File: src/rtl/record_rr_arbiter_pkg.sv
// Types and parameter defaults for the round-robin record arbiter.
package record_arb_types;
  typedef enum logic [1:0] {ST_IDLE, ST_READ, ST_WRITE} state_t;

  localparam int NUM_REQ_DEF = 4;
  localparam int SRC_W_DEF   = $clog2(NUM_REQ_DEF);
  localparam int CNT_W_DEF   = 16;
endpackage

File: src/rtl/shared_types_pkg.sv
// Record type shared by the record producers and consumers in this codebase.
package shared_types;
  typedef struct packed {
    logic signed [31:0] x;
    logic        [31:0] y;
  } record_t;
endpackage

File: src/rtl/record_rr_arbiter_rr_pick.sv
// Combinational round-robin picker: first set bit of req searching circularly
// from last+1.
module rr_pick #(
  parameter int NUM_REQ = 4,
  parameter int SRC_W   = $clog2(NUM_REQ)
) (
  input  logic [NUM_REQ-1:0] req,
  input  logic [SRC_W-1:0]   last,
  output logic               any,
  output logic [SRC_W-1:0]   idx
);
  logic [SRC_W-1:0] w_j;

  // Walk offsets from farthest to nearest so the nearest requester wins.
  always_comb begin
    any = |req;
    idx = '0;
    w_j = '0;
    for (int k = NUM_REQ; k >= 1; k--) begin
      w_j = SRC_W'((int'(last) + k) % NUM_REQ);
      if (req[w_j]) idx = w_j;
    end
  end
endmodule

File: src/rtl/record_rr_arbiter.sv
// Round-robin arbiter sharing one sync/notify record port among NUM_REQ
// producers; forwards one whole record per grant, tagged with its source.
module record_rr_arbiter
  import shared_types::*;
  import record_arb_types::*;
#(
  parameter int NUM_REQ = NUM_REQ_DEF,
  parameter int SRC_W   = $clog2(NUM_REQ),
  parameter int CNT_W   = CNT_W_DEF
) (
  input  logic                   clk,
  input  logic                   rst,
  input  record_t [NUM_REQ-1:0]  in_data,
  input  logic    [NUM_REQ-1:0]  in_sync,
  output logic    [NUM_REQ-1:0]  in_notify,
  input  logic    [NUM_REQ-1:0]  in_mask,
  output record_t                out_data,
  output logic    [SRC_W-1:0]    out_src,
  input  logic                   out_sync,
  output logic                   out_notify,
  output logic    [CNT_W-1:0]    grant_count
);
  state_t               r_state, w_state_nxt;
  logic [SRC_W-1:0]     r_grant, r_last, r_out_src, w_pick;
  logic [NUM_REQ-1:0]   r_notify, w_eligible;
  record_t              r_out_data;
  logic                 r_out_notify, w_any, w_rd_xfer, w_wr_xfer;
  logic [CNT_W-1:0]     r_cnt;

  assign w_eligible = in_sync & in_mask;
  assign w_rd_xfer  = in_sync[r_grant] && r_notify[r_grant];
  assign w_wr_xfer  = out_sync && r_out_notify;

  rr_pick #(.NUM_REQ(NUM_REQ), .SRC_W(SRC_W)) u_pick (
    .req  (w_eligible),
    .last (r_last),
    .any  (w_any),
    .idx  (w_pick)
  );

  always_comb begin
    w_state_nxt = r_state;
    case (r_state)
      ST_IDLE:  if (w_any)     w_state_nxt = ST_READ;
      ST_READ:  if (w_rd_xfer) w_state_nxt = ST_WRITE;
      ST_WRITE: if (w_wr_xfer) w_state_nxt = ST_IDLE;
      default:                 w_state_nxt = ST_IDLE;
    endcase
  end

  always_ff @(posedge clk or posedge rst) begin
    if (rst) r_state <= ST_IDLE;
    else     r_state <= w_state_nxt;
  end

  // last resets to NUM_REQ-1 so requester 0 has first priority.
  always_ff @(posedge clk or posedge rst) begin
    if (rst) begin
      r_grant      <= '0;
      r_last       <= SRC_W'(NUM_REQ - 1);
      r_notify     <= '0;
      r_out_data   <= '0;
      r_out_src    <= '0;
      r_out_notify <= 1'b0;
      r_cnt        <= '0;
    end else begin
      case (r_state)
        ST_IDLE: if (w_any) begin
          r_grant  <= w_pick;
          r_notify <= {{(NUM_REQ-1){1'b0}}, 1'b1} << w_pick;
        end
        ST_READ: if (w_rd_xfer) begin
          r_out_data   <= in_data[r_grant];
          r_out_src    <= r_grant;
          r_notify     <= '0;
          r_out_notify <= 1'b1;
        end
        ST_WRITE: if (w_wr_xfer) begin
          r_out_notify <= 1'b0;
          r_last       <= r_grant;
          r_cnt        <= r_cnt + 1'b1;
        end
        default: ;
      endcase
    end
  end

  assign in_notify   = r_notify;
  assign out_data    = r_out_data;
  assign out_src     = r_out_src;
  assign out_notify  = r_out_notify;
  assign grant_count = r_cnt;
endmodule

File: config.mk
export PLATFORM = sky130hd
export DESIGN_NAME = record_rr_arbiter
export DESIGN_NICKNAME = d
export VERILOG_FILES = /design/src/rtl/record_rr_arbiter_pkg.sv /design/src/rtl/shared_types_pkg.sv /design/src/rtl/record_rr_arbiter_rr_pick.sv /design/src/rtl/record_rr_arbiter.sv
export SDC_FILE = /design/constraint.sdc
export NUM_CORES = 1
export LEC_CHECK = 0
export CAP_MARGIN = 15
export CORE_AREA = 4 4 136 138
export CTS_BUF_LIST = sky130_fd_sc_hd__clkbuf_4 sky130_fd_sc_hd__clkbuf_8
export CTS_CLUSTER_SIZE = 28
export DETAILED_ROUTE_END_ITERATION = 8
export DIE_AREA = 0 0 140 142
export GPL_TIMING_DRIVEN = 0
export PLACE_DENSITY = 0.7
export REMOVE_ABC_BUFFERS = 1
export SETUP_SLACK_MARGIN = 0.4
export SLEW_MARGIN = 20
export SYNTH_ARGS = -nofsm -noshare
export SYNTH_HDL_FRONTEND = slang
export SYNTH_SLANG_ARGS = --single-unit
export TNS_END_PERCENT = 1
File: constraint.sdc
create_clock -name clk -period 3.6 [get_ports clk]
set_input_delay 0.72 -clock clk [delete_from_list [all_inputs] [get_ports clk]]
set_output_delay 0.72 -clock clk [all_outputs]
set_load 0.05 [all_outputs]
==> results.json, run 1 <==
{
  "h-tree-depth": 3,
  "cts_tree": "built",
  "dp_slack_ns": 0.460,
  "first_global_vias": 5052,
  "routed_wl_mm": 20.0,
  "r2r_slack_ns": 0.76,
  "clock_skew_ns": 0.0157,
  "die_area_mm2": 0.0199,
  "ctsLongestPathBuffers": 2,
  "tightest_slew_ns": 0.844,
  "max_slew_margin_pct": 43.2,
  "place_inst": 909,
  "ys.flop_type": "dfrtp_1",
  "postSynth.asyncResetShare_pct": 100,
  "hold_viol_final": 0,
  "arrival_ns": 3.08,
  "remaining_drc_errors": 0,
  "hold_depth": 1,
  "cap_violations": 0,
  "worstHoldPathType": "flip-flop to flip-flop",
  "cts-hold-fix-buffers": 0,
  "end_kind": "flip-flop",
  "start_util_pct": 30.9,
  "vdd_drop_max_uv": 148,
  "cp-start-kind": "flip-flop",
  "gr-total-overflow": 0,
  "clock_sinks": 93,
  "dr.pass1.iters": 4,
  "r2r_end": "out_data[25]$_DFFE_PP0P_",
  "clk_pin_slew_ns": 0.09,
  "io_pins": 354,
  "yosysMostFrequentCell": "dfrtp_1",
  "yosys-top-cells-count": "91 x dfrtp_1, 64 x mux4_2, 60 x mux2_2, 22 x nand2_1, 12 x buf_4",
  "synth_seq_cells": 93,
  "p_leak_nw": 3.86,
  "fin_crit_ns": 2.84,
  "grt_setup_unrepaired": "no",
  "gp_congestion": 0.970,
  "drt_iter0_markers": 207,
  "synth_area_leader_cell": "dfrtp_1",
  "synth_area_mm2": 0.00531,
  "cp_max_fo": 46,
  "dpl.hpwl_mm": 16.3,
  "synth_top_area_share_pct": 42.9,
  "cts_resized": 0,
  "min_to": "grant_count[15]$_DFFE_PP0P_",
  "synthTopCellsByArea": "dfrtp_1 43%, mux4_2 27%, mux2_2 13%, xnor2_1 1.8%, buf_4 1.7%",
  "synth_edf_count": 0,
  "fin_crit_sh_pct": 79.0,
  "status": "finished, final reports clean",
  "wl_per_cell_um": 21.6,
  "drt-vias-per-instance": 5.00,
  "stdcell_count": 925,
  "synth.avg_cell_area_um2": 15.2,
  "drtAntennaViolNets": 0,
  "holdCritStartpoint": "grant_count[15]$_DFFE_PP0P_",
  "cp.required_ns": 3.84,
  "fin_ws_ns": 0.756,
  "finalSetupTns_ns": 0,
  "critPathKind": "flip-flop to flip-flop",
  "r2r_cells": 6,
  "cts_buffers": 9,
  "cts_root_buffer": "clkbuf_8",
  "finalMaxSlewViolations": 0,
  "antenna_found_initial": 1,
  "final_layout_size_suffix_gt1_share_pct": 22.0,
  "setup_viol": 0,
  "grt_pass1_wl_mm": 30.5,
  "clock_latency_ns": 0.36,
  "yosysWarnings": 0,
  "numPortBuffers": 353,
  "fmax_ghz": 0.352,
  "die_x_um": 140,
  "grtUsageTotal_pct": 20.1,
  "layout-area-overhead-vs-synth_pct": 76.6,
  "layout.nets": 963,
  "seq_area_frac_synth_pct": 43.8,
  "grt_max_degree": 81,
  "syn_inst": 350,
  "synth.distinct_cells": 43,
  "r2r-start": "r_grant[1]$_DFFE_PP0P_",
  "hold_slack_ns": 0.494,
  "dieHeight_um": 142,
  "vias": 4626,
  "post_cts_buffers": 0,
  "power_density_mw_per_mm2": 237,
  "fin_util_pct": 54.6,
  "num_rows": 48,
  "core-area_mm2": 0.0172
}
## flip-flops by register name (all words and copies together), names as in the netlist
| signal | flops |
|---|---|
| out_data | 64 |
| out_notify | 1 |
| r_state | 2 |
| out_src | 2 |
| in_notify | 4 |
| r_grant | 2 |
| grant_count | 16 |
| r_last | 2 |
## area by class of cell
class / instances / area [um2]
Multi-Input combinational cell: 226 / 2820
Tap cell: 225 / 282
Clock inverter: 4 / 72.6
Sequential cell: 93 / 2340
Antenna cell: 1 / 2.50
Clock buffer: 11 / 145
Fill cell: 1441 / 7790
Timing Repair Buffer: 359 / 3700
Inverter: 6 / 27.5
## cells in the final DEF (no fill, tap or decap), types with 3 or more instances in the layout
cell and n:
clkdlybuf4s50_1 353, dfrtp_1 89, mux4_2 64, mux2_2 60
nand2_1 22, xnor2_1 11, clkbuf_8 10, nand4_1 8
nand3_1 7, nor2_1 6, mux2_1 6, buf_16 6
inv_1 5, o21ai_0 5, xor2_1 4, and3_1 3
## power breakdown
part           total (mW)  internal (mW)  switching [mW]  leakage [nW]
registers            1.04           1.04               0          1.27
clock network       0.775          0.414           0.362         0.109
logic               0.407          0.315          0.0920          2.48
total                2.23           1.77           0.454          3.86
## worst max path at each step
| stage | startpoint | endpoint | slack, ns |
|---|---|---|---|
| 2_1_floorplan | r_grant[0]$_DFFE_PP0P_ | out_src[0]$_DFFE_PP0P_ | -2.13 |
| 4_1_cts | r_grant[1]$_DFFE_PP0P_ | out_data[25]$_DFFE_PP0P_ | 0.68 |
| 5_1_grt | r_grant[1]$_DFFE_PP0P_ | out_data[25]$_DFFE_PP0P_ | 0.59 |
| 6_report | r_grant[1]$_DFFE_PP0P_ | out_data[25]$_DFFE_PP0P_ | 0.76 |
| 3_3_place_gp | r_grant[0]$_DFFE_PP0P_ | out_data[24]$_DFFE_PP0P_ | -4.12 |
| 3_5_place_dp | in_sync[2] | out_data[25]$_DFFE_PP0P_ | 0.46 |
## cell families (layout without fill, tap and decap cells)
| family | after synthesis | after routing | synth area share [%] |
|---|---|---|---|
| compound gates | 23 | 23 | 3.32 |
| xor+xnor | 15 | 15 | 2.47 |
| fa+ha+maj | 1 | 1 | 0.235 |
| buf+inv | 31 | 380 | 3.27 |
| flops | 93 | 93 | 43.8 |
| mux | 130 | 130 | 41.1 |
| other cells | 0 | 1 | 0 |
| simple gates | 57 | 57 | 5.75 |
## metrics by stage
step                      instance area, um2  total power, mW
after floorplan                         5160             1.15
after global placement                  8980             1.46
after detailed placement                9170             1.47
after CTS                               9380             2.26
after global routing                    9390             2.33
final                                   9390             2.23
## critical path: stages (launching register included)
cell     delay [ns]
dfrtp_4        0.68
buf_16         0.28
nand4_1        0.21
a41oi_4        0.74
buf_16         0.25
buf_16         0.18
mux2_2         0.35
## metal layers
layer	global-route usage [%]	up-vias	part of all wire, %	wire (um)
met5	0	-	0	0
met4	6.63	0	1.8	365
met3	5.85	20	8.0	1610
met2	34.9	232	51	10300
met1	24.0	2303	39	7760
li1	-	2071	-	-
Note: power is estimated with default switching activity, not from simulation.
==> run 2: changes to the inputs <==
- CORE_AREA: 4 4 136 138 -> 4 4 134 136
- DIE_AREA: 0 0 140 142 -> 0 0 138 140
- PLACE_DENSITY: 0.7 -> 0.74
- clock period: 3.6 -> 2.36 ns (I/O delays scaled with it)
==> run 2 against run 1 <==
Against the previous run:
- global-route usage rose by 0.91 points
- flip-flop and latch count stayed put
- highest routed layer unchanged
- largest cell class unchanged
- wire length grew 2.7%
==> results.json, run 2 (synthesis results as in run 1) <==
{
  "max_slew_margin_pct": 57.5,
  "clk_pin_slew_ns": 0.09,
  "routed_wl_mm": 20.6,
  "cp_cell_sequence": "clkdlybuf4s50_1",
  "finalMaxSlewViolations": 0,
  "fmax_ghz": 0.474,
  "fin_crit_sh_pct": 89.4,
  "final_layout_size_suffix_gt1_share_pct": 24.9,
  "fin_area_mm2": 0.00964,
  "finalSetupTns_ns": 0,
  "drt_iter0_markers": 255,
  "status": "finished, final reports clean",
  "power_density_mw_per_mm2": 342,
  "place_area_mm2": 0.00916,
  "largest_register_ffs": 64,
  "num_rows": 48,
  "path_buf_inv": 1,
  "hold_viol_final": 0,
  "io_pins": 354,
  "cap_violations": 0,
  "layout-area-overhead-vs-synth_pct": 81.4,
  "vias": 4777,
  "numPortBuffers": 353,
  "dp_slack_ns": -0.383,
  "cp.required_ns": 1.89,
  "setup_viol": 0,
  "grtUsageTotal_pct": 21.0,
  "h-tree-depth": 3,
  "grt_max_degree": 52,
  "crit_cells": 1,
  "die_area_mm2": 0.0193,
  "slowest_delay_ns": 0.85,
  "remaining_drc_errors": 0,
  "crit_path_top_delay_cell": "clkdlybuf4s50_1",
  "end_kind": "primary output",
  "cp_max_fo": 4,
  "cp_top_family": "buffers and inverters",
  "first_global_vias": 5338,
  "layout.nets": 985,
  "clock_latency_ns": 0.36,
  "final_cell_mix": "351 x clkdlybuf4s50_1, 89 x dfrtp_1, 64 x mux4_2",
  "cp-start-kind": "flip-flop",
  "dpl.hpwl_mm": 15.9,
  "cts_root_buffer": "clkbuf_8",
  "arrival_ns": 1.64,
  "dr.pass1.iters": 4,
  "diodes": 0,
  "clock_sinks": 93,
  "gp_congestion": 1.00,
  "cts_buffers": 9,
  "vdd_drop_max_uv": 228,
  "core-area_mm2": 0.0169,
  "fin_ws_ns": 0.251,
  "grt_setup_unrepaired": "yes",
  "p_leak_nw": 4.02,
  "drtAntennaViolNets": 0,
  "wl_per_cell_um": 21.7,
  "die_x_um": 138,
  "final_common_cell": "clkdlybuf4s50_1",
  "fin_crit_ns": 2.11,
  "grt_pass1_wl_mm": 31.5,
  "worstHoldPathType": "input port to asynchronous set/reset pin",
  "r2r_cells": 7,
  "gr-total-overflow": 0,
  "tightest_slew_ns": 0.633,
  "dieHeight_um": 140,
  "ctsLongestPathBuffers": 2,
  "critPathKind": "flip-flop to primary output",
  "antenna_found_initial": 0,
  "drt-vias-per-instance": 5.04,
  "clock_skew_ns": 0.0119,
  "start_util_pct": 31.4,
  "cts_tree": "built"
}
run 2: area by class of cell:
class / instances / area (um2)
inverter: 6 / 27.5
tap: 225 / 282
timing repair buffer: 381 / 3960
sequential: 93 / 2340
multi-input combinational: 226 / 2840
clock buffer: 14 / 161
fill: 1381 / 7290
clock inverter: 2 / 35.0
run 2: final timing paths:
check | startpoint | to | slack [ns]
min | rst | out_data[15]$_DFFE_PP0P_ | 0.48
max reg2reg | r_grant[1]$_DFFE_PP0P_ | out_data[32]$_DFFE_PP0P_ | 0.26
max | out_notify$_DFFE_PP0P_ | out_notify | 0.25
min in group clk | out_data[34]$_DFFE_PP0P_ | out_data[34]$_DFFE_PP0P_ | 0.49
min reg2reg | out_data[34]$_DFFE_PP0P_ | out_data[34]$_DFFE_PP0P_ | 0.49
max in group asynchronous | rst | r_last[0]$_DFFE_PP1P_ | 1.24
run 2: power by group:
part | total (mW) | switching, mW | leakage [nW] | internal [mW]
clock network | 1.09 | 0.536 | 0.106 | 0.549
logic | 0.621 | 0.140 | 2.65 | 0.481
registers | 1.59 | 0 | 1.27 | 1.59
run 2: routing by layer:
| layer | up-vias | wire [um] | global-route usage [%] |
|---|---|---|---|
| met3 | 30 | 1460 | 5.02 |
| met4 | 0 | 369 | 6.14 |
| met5 | - | 0 | 0 |
| met1 | 2383 | 7830 | 24.5 |
| met2 | 250 | 10900 | 38.4 |
| li1 | 2114 | - | - |
run 2: repair_timing:
action | 4_1_cts | 5_1_grt
resized for setup | 3 | 7
cloned | 3 | 0
pin swaps | 2 | 3
setup buffers | 17 | 1
hold buffers | 0 | 0
endpoints found under the setup margin | 161 | 157
run 2: worst reg2reg max path, delay by kind of cell, from the launching register on:
| kind | cells | cell delay (ns) |
|---|---|---|
| AND/OR/NAND/NOR | 1 | 0.26 |
| AO/OA/AOI/OAI | 1 | 0.26 |
| flip-flops | 1 | 0.51 |
| buffers and inverters | 4 | 0.62 |
| multiplexers | 1 | 0.35 |
run 2: per-stage QoR:
step | total power, mW | util, % | hold WS [ns] | std cells
after floorplan | 1.76 | - | 0.492 | 325
after global placement | 2.22 | 53.0 | 0.467 | 903
after detailed placement | 2.24 | 54.1 | 0.478 | 910
after CTS | 3.35 | 56.8 | 0.469 | 946
after global routing | 3.45 | 56.9 | 0.501 | 947
final | 3.30 | 56.9 | 0.477 | 947
==> run 3: changes to the inputs <==
- GPL_TIMING_DRIVEN: 0 -> not set
==> run 3 against run 2 <==
Against the previous run:
- die area is the same
- power increased by 1.7%
- critical path type unchanged
- flip-flop and latch count is the same
- largest power group unchanged
- utilization shrank 1.6 points
- final cell count shrank 1.7%
- register-to-register slack better by 0.12 ns
- sequential power hardly changed
- clock skew fell by 0.0020 ns
- critical path depth unchanged
==> results.json, run 3 (synthesis results as in run 1) <==
{
  "post_cts_buffers": 0,
  "start_util_pct": 31.4,
  "clock_latency_ns": 0.35,
  "clock_sinks": 93,
  "grt_max_degree": 50,
  "max_slew_margin_pct": 61.6,
  "largest_register_ffs": 64,
  "fin_crit_sh_pct": 89.5,
  "cts_buffers": 9,
  "stdcell_count": 931,
  "layout.nets": 970,
  "grtUsageTotal_pct": 19.5,
  "dieHeight_um": 140,
  "path_buf_inv": 1,
  "ctsLongestPathBuffers": 2,
  "core-area_mm2": 0.0169,
  "slowest_delay_ns": 0.86,
  "r2r_end": "out_data[24]$_DFFE_PP0P_",
  "remaining_drc_errors": 0,
  "die_area_mm2": 0.0193,
  "die_x_um": 138,
  "numPortBuffers": 353,
  "power_density_mw_per_mm2": 358,
  "arrival_ns": 1.64,
  "end_kind": "primary output",
  "finalMaxSlewViolations": 0,
  "clk_pin_slew_ns": 0.09,
  "worstHoldPathType": "input port to asynchronous set/reset pin",
  "drt_iter0_markers": 204,
  "fin_util_pct": 55.3,
  "num_rows": 48,
  "vdd_drop_max_uv": 210,
  "fin_ws_ns": 0.249,
  "io_pins": 354,
  "h-tree-depth": 3,
  "drtAntennaViolNets": 0,
  "status": "finished, final reports clean",
  "critPathKind": "flip-flop to primary output",
  "cts_root_buffer": "clkbuf_8",
  "p_leak_nw": 3.90,
  "cp.required_ns": 1.89,
  "routed_wl_mm": 19.1,
  "hold_viol_final": 0,
  "clock_skew_ns": 0.00987,
  "cp_max_fo": 5,
  "r2r_slack_ns": 0.38,
  "tightest_slew_ns": 0.575,
  "antenna_found_initial": 0,
  "grt_setup_unrepaired": "yes",
  "hold_slack_ns": 0.446,
  "cp_cell_sequence": "clkdlybuf4s50_1",
  "grt_pass1_wl_mm": 29.8,
  "vias": 4642,
  "crit_cells": 1,
  "r2r_cells": 5,
  "dp_slack_ns": 0.0201,
  "final_common_cell": "clkdlybuf4s50_1",
  "gr-total-overflow": 0,
  "final_layout_size_suffix_gt1_share_pct": 22.8,
  "final_cell_mix": "351 x clkdlybuf4s50_1, 89 x dfrtp_1, 64 x mux4_2",
  "fill_cells": 1427,
  "fmax_ghz": 0.474,
  "wl_per_cell_um": 20.5,
  "place_inst": 916,
  "setup_viol": 0,
  "crit_path_top_delay_cell": "clkdlybuf4s50_1",
  "r2r-start": "r_grant[0]$_DFFE_PP0P_",
  "cts_tree": "built",
  "diodes": 0,
  "fin_crit_ns": 2.11,
  "gp_congestion": 1.02,
  "dpl.hpwl_mm": 15.9,
  "layout-area-overhead-vs-synth_pct": 76.3,
  "first_global_vias": 5239,
  "cap_violations": 0,
  "cp-start-kind": "flip-flop",
  "dr.pass1.iters": 4,
  "drt-vias-per-instance": 4.99,
  "cp_top_family": "buffers and inverters",
  "cts-hold-fix-buffers": 0
}
-- run 3: cell types whose count changed in the layout (fill, tap and decap cells not counted), sizes merged --
| cell | before | now |
|---|---|---|
| buf | 25 | 13 |
| clkinv | 1 | 3 |
| bufbuf | 2 | 0 |
| clkbuf | 15 | 10 |
| bufinv | 1 | 2 |
-- run 3: area by class of cell --
type | instances | area [um2] | share of cell area (%)
timing repair buffer | 366 | 3690 | 39.4
clock inverter | 5 | 75.1 | 0.801
sequential | 93 | 2330 | 24.9
tap | 225 | 282 | 3.00
multi-input combinational | 226 | 2820 | 30.1
inverter | 6 | 25.0 | 0.267
clock buffer | 10 | 138 | 1.47
-- run 3: worst max-delay path by stage --
stage / startpoint / end / slack, ns
after floorplan: r_grant[0]$_DFFE_PP0P_ / out_src[0]$_DFFE_PP0P_ / -3.37
after global placement: in_sync[0] / out_data[16]$_DFFE_PP0P_ / 0.1
after detailed placement: in_sync[0] / out_data[30]$_DFFE_PP0P_ / 0.02
after CTS: out_notify$_DFFE_PP0P_ / out_notify / 0.20
after global routing: grant_count[5]$_DFFE_PP0P_ / grant_count[5] / 0.17
final: grant_count[5]$_DFFE_PP0P_ / grant_count[5] / 0.25
-- run 3: layer usage --
layer	routed length, um	part of all wire, %	global-route usage, %
met1	7460	39	23.6
met2	10100	53	35.2
met5	0	0	0
met3	1210	6.3	4.40
met4	293	1.5	5.25
-- run 3: report_power, final --
part	total [mW]	leakage, nW	switching, mW	internal [mW]
Clock	1.14	0.112	0.528	0.615
Combinational	0.621	2.52	0.140	0.482
Sequential	1.59	1.27	0	1.59
-- run 3: stage by stage --
stage	cell area, um2	total power [mW]	TNS [ns]
finish	9370	3.36	0
global route	9370	3.50	0
CTS	9370	3.41	0
detailed placement	9160	2.25	0
global placement	9160	2.24	0
floorplan	5160	1.76	-290.97
-- run 3: repair_timing --
item                                   CTS  global route
resized for setup                        1             1
endpoints found under the hold margin    0             0
setup endpoints to repair              109           136
gates cloned                             0             0
pin swaps                                0             0
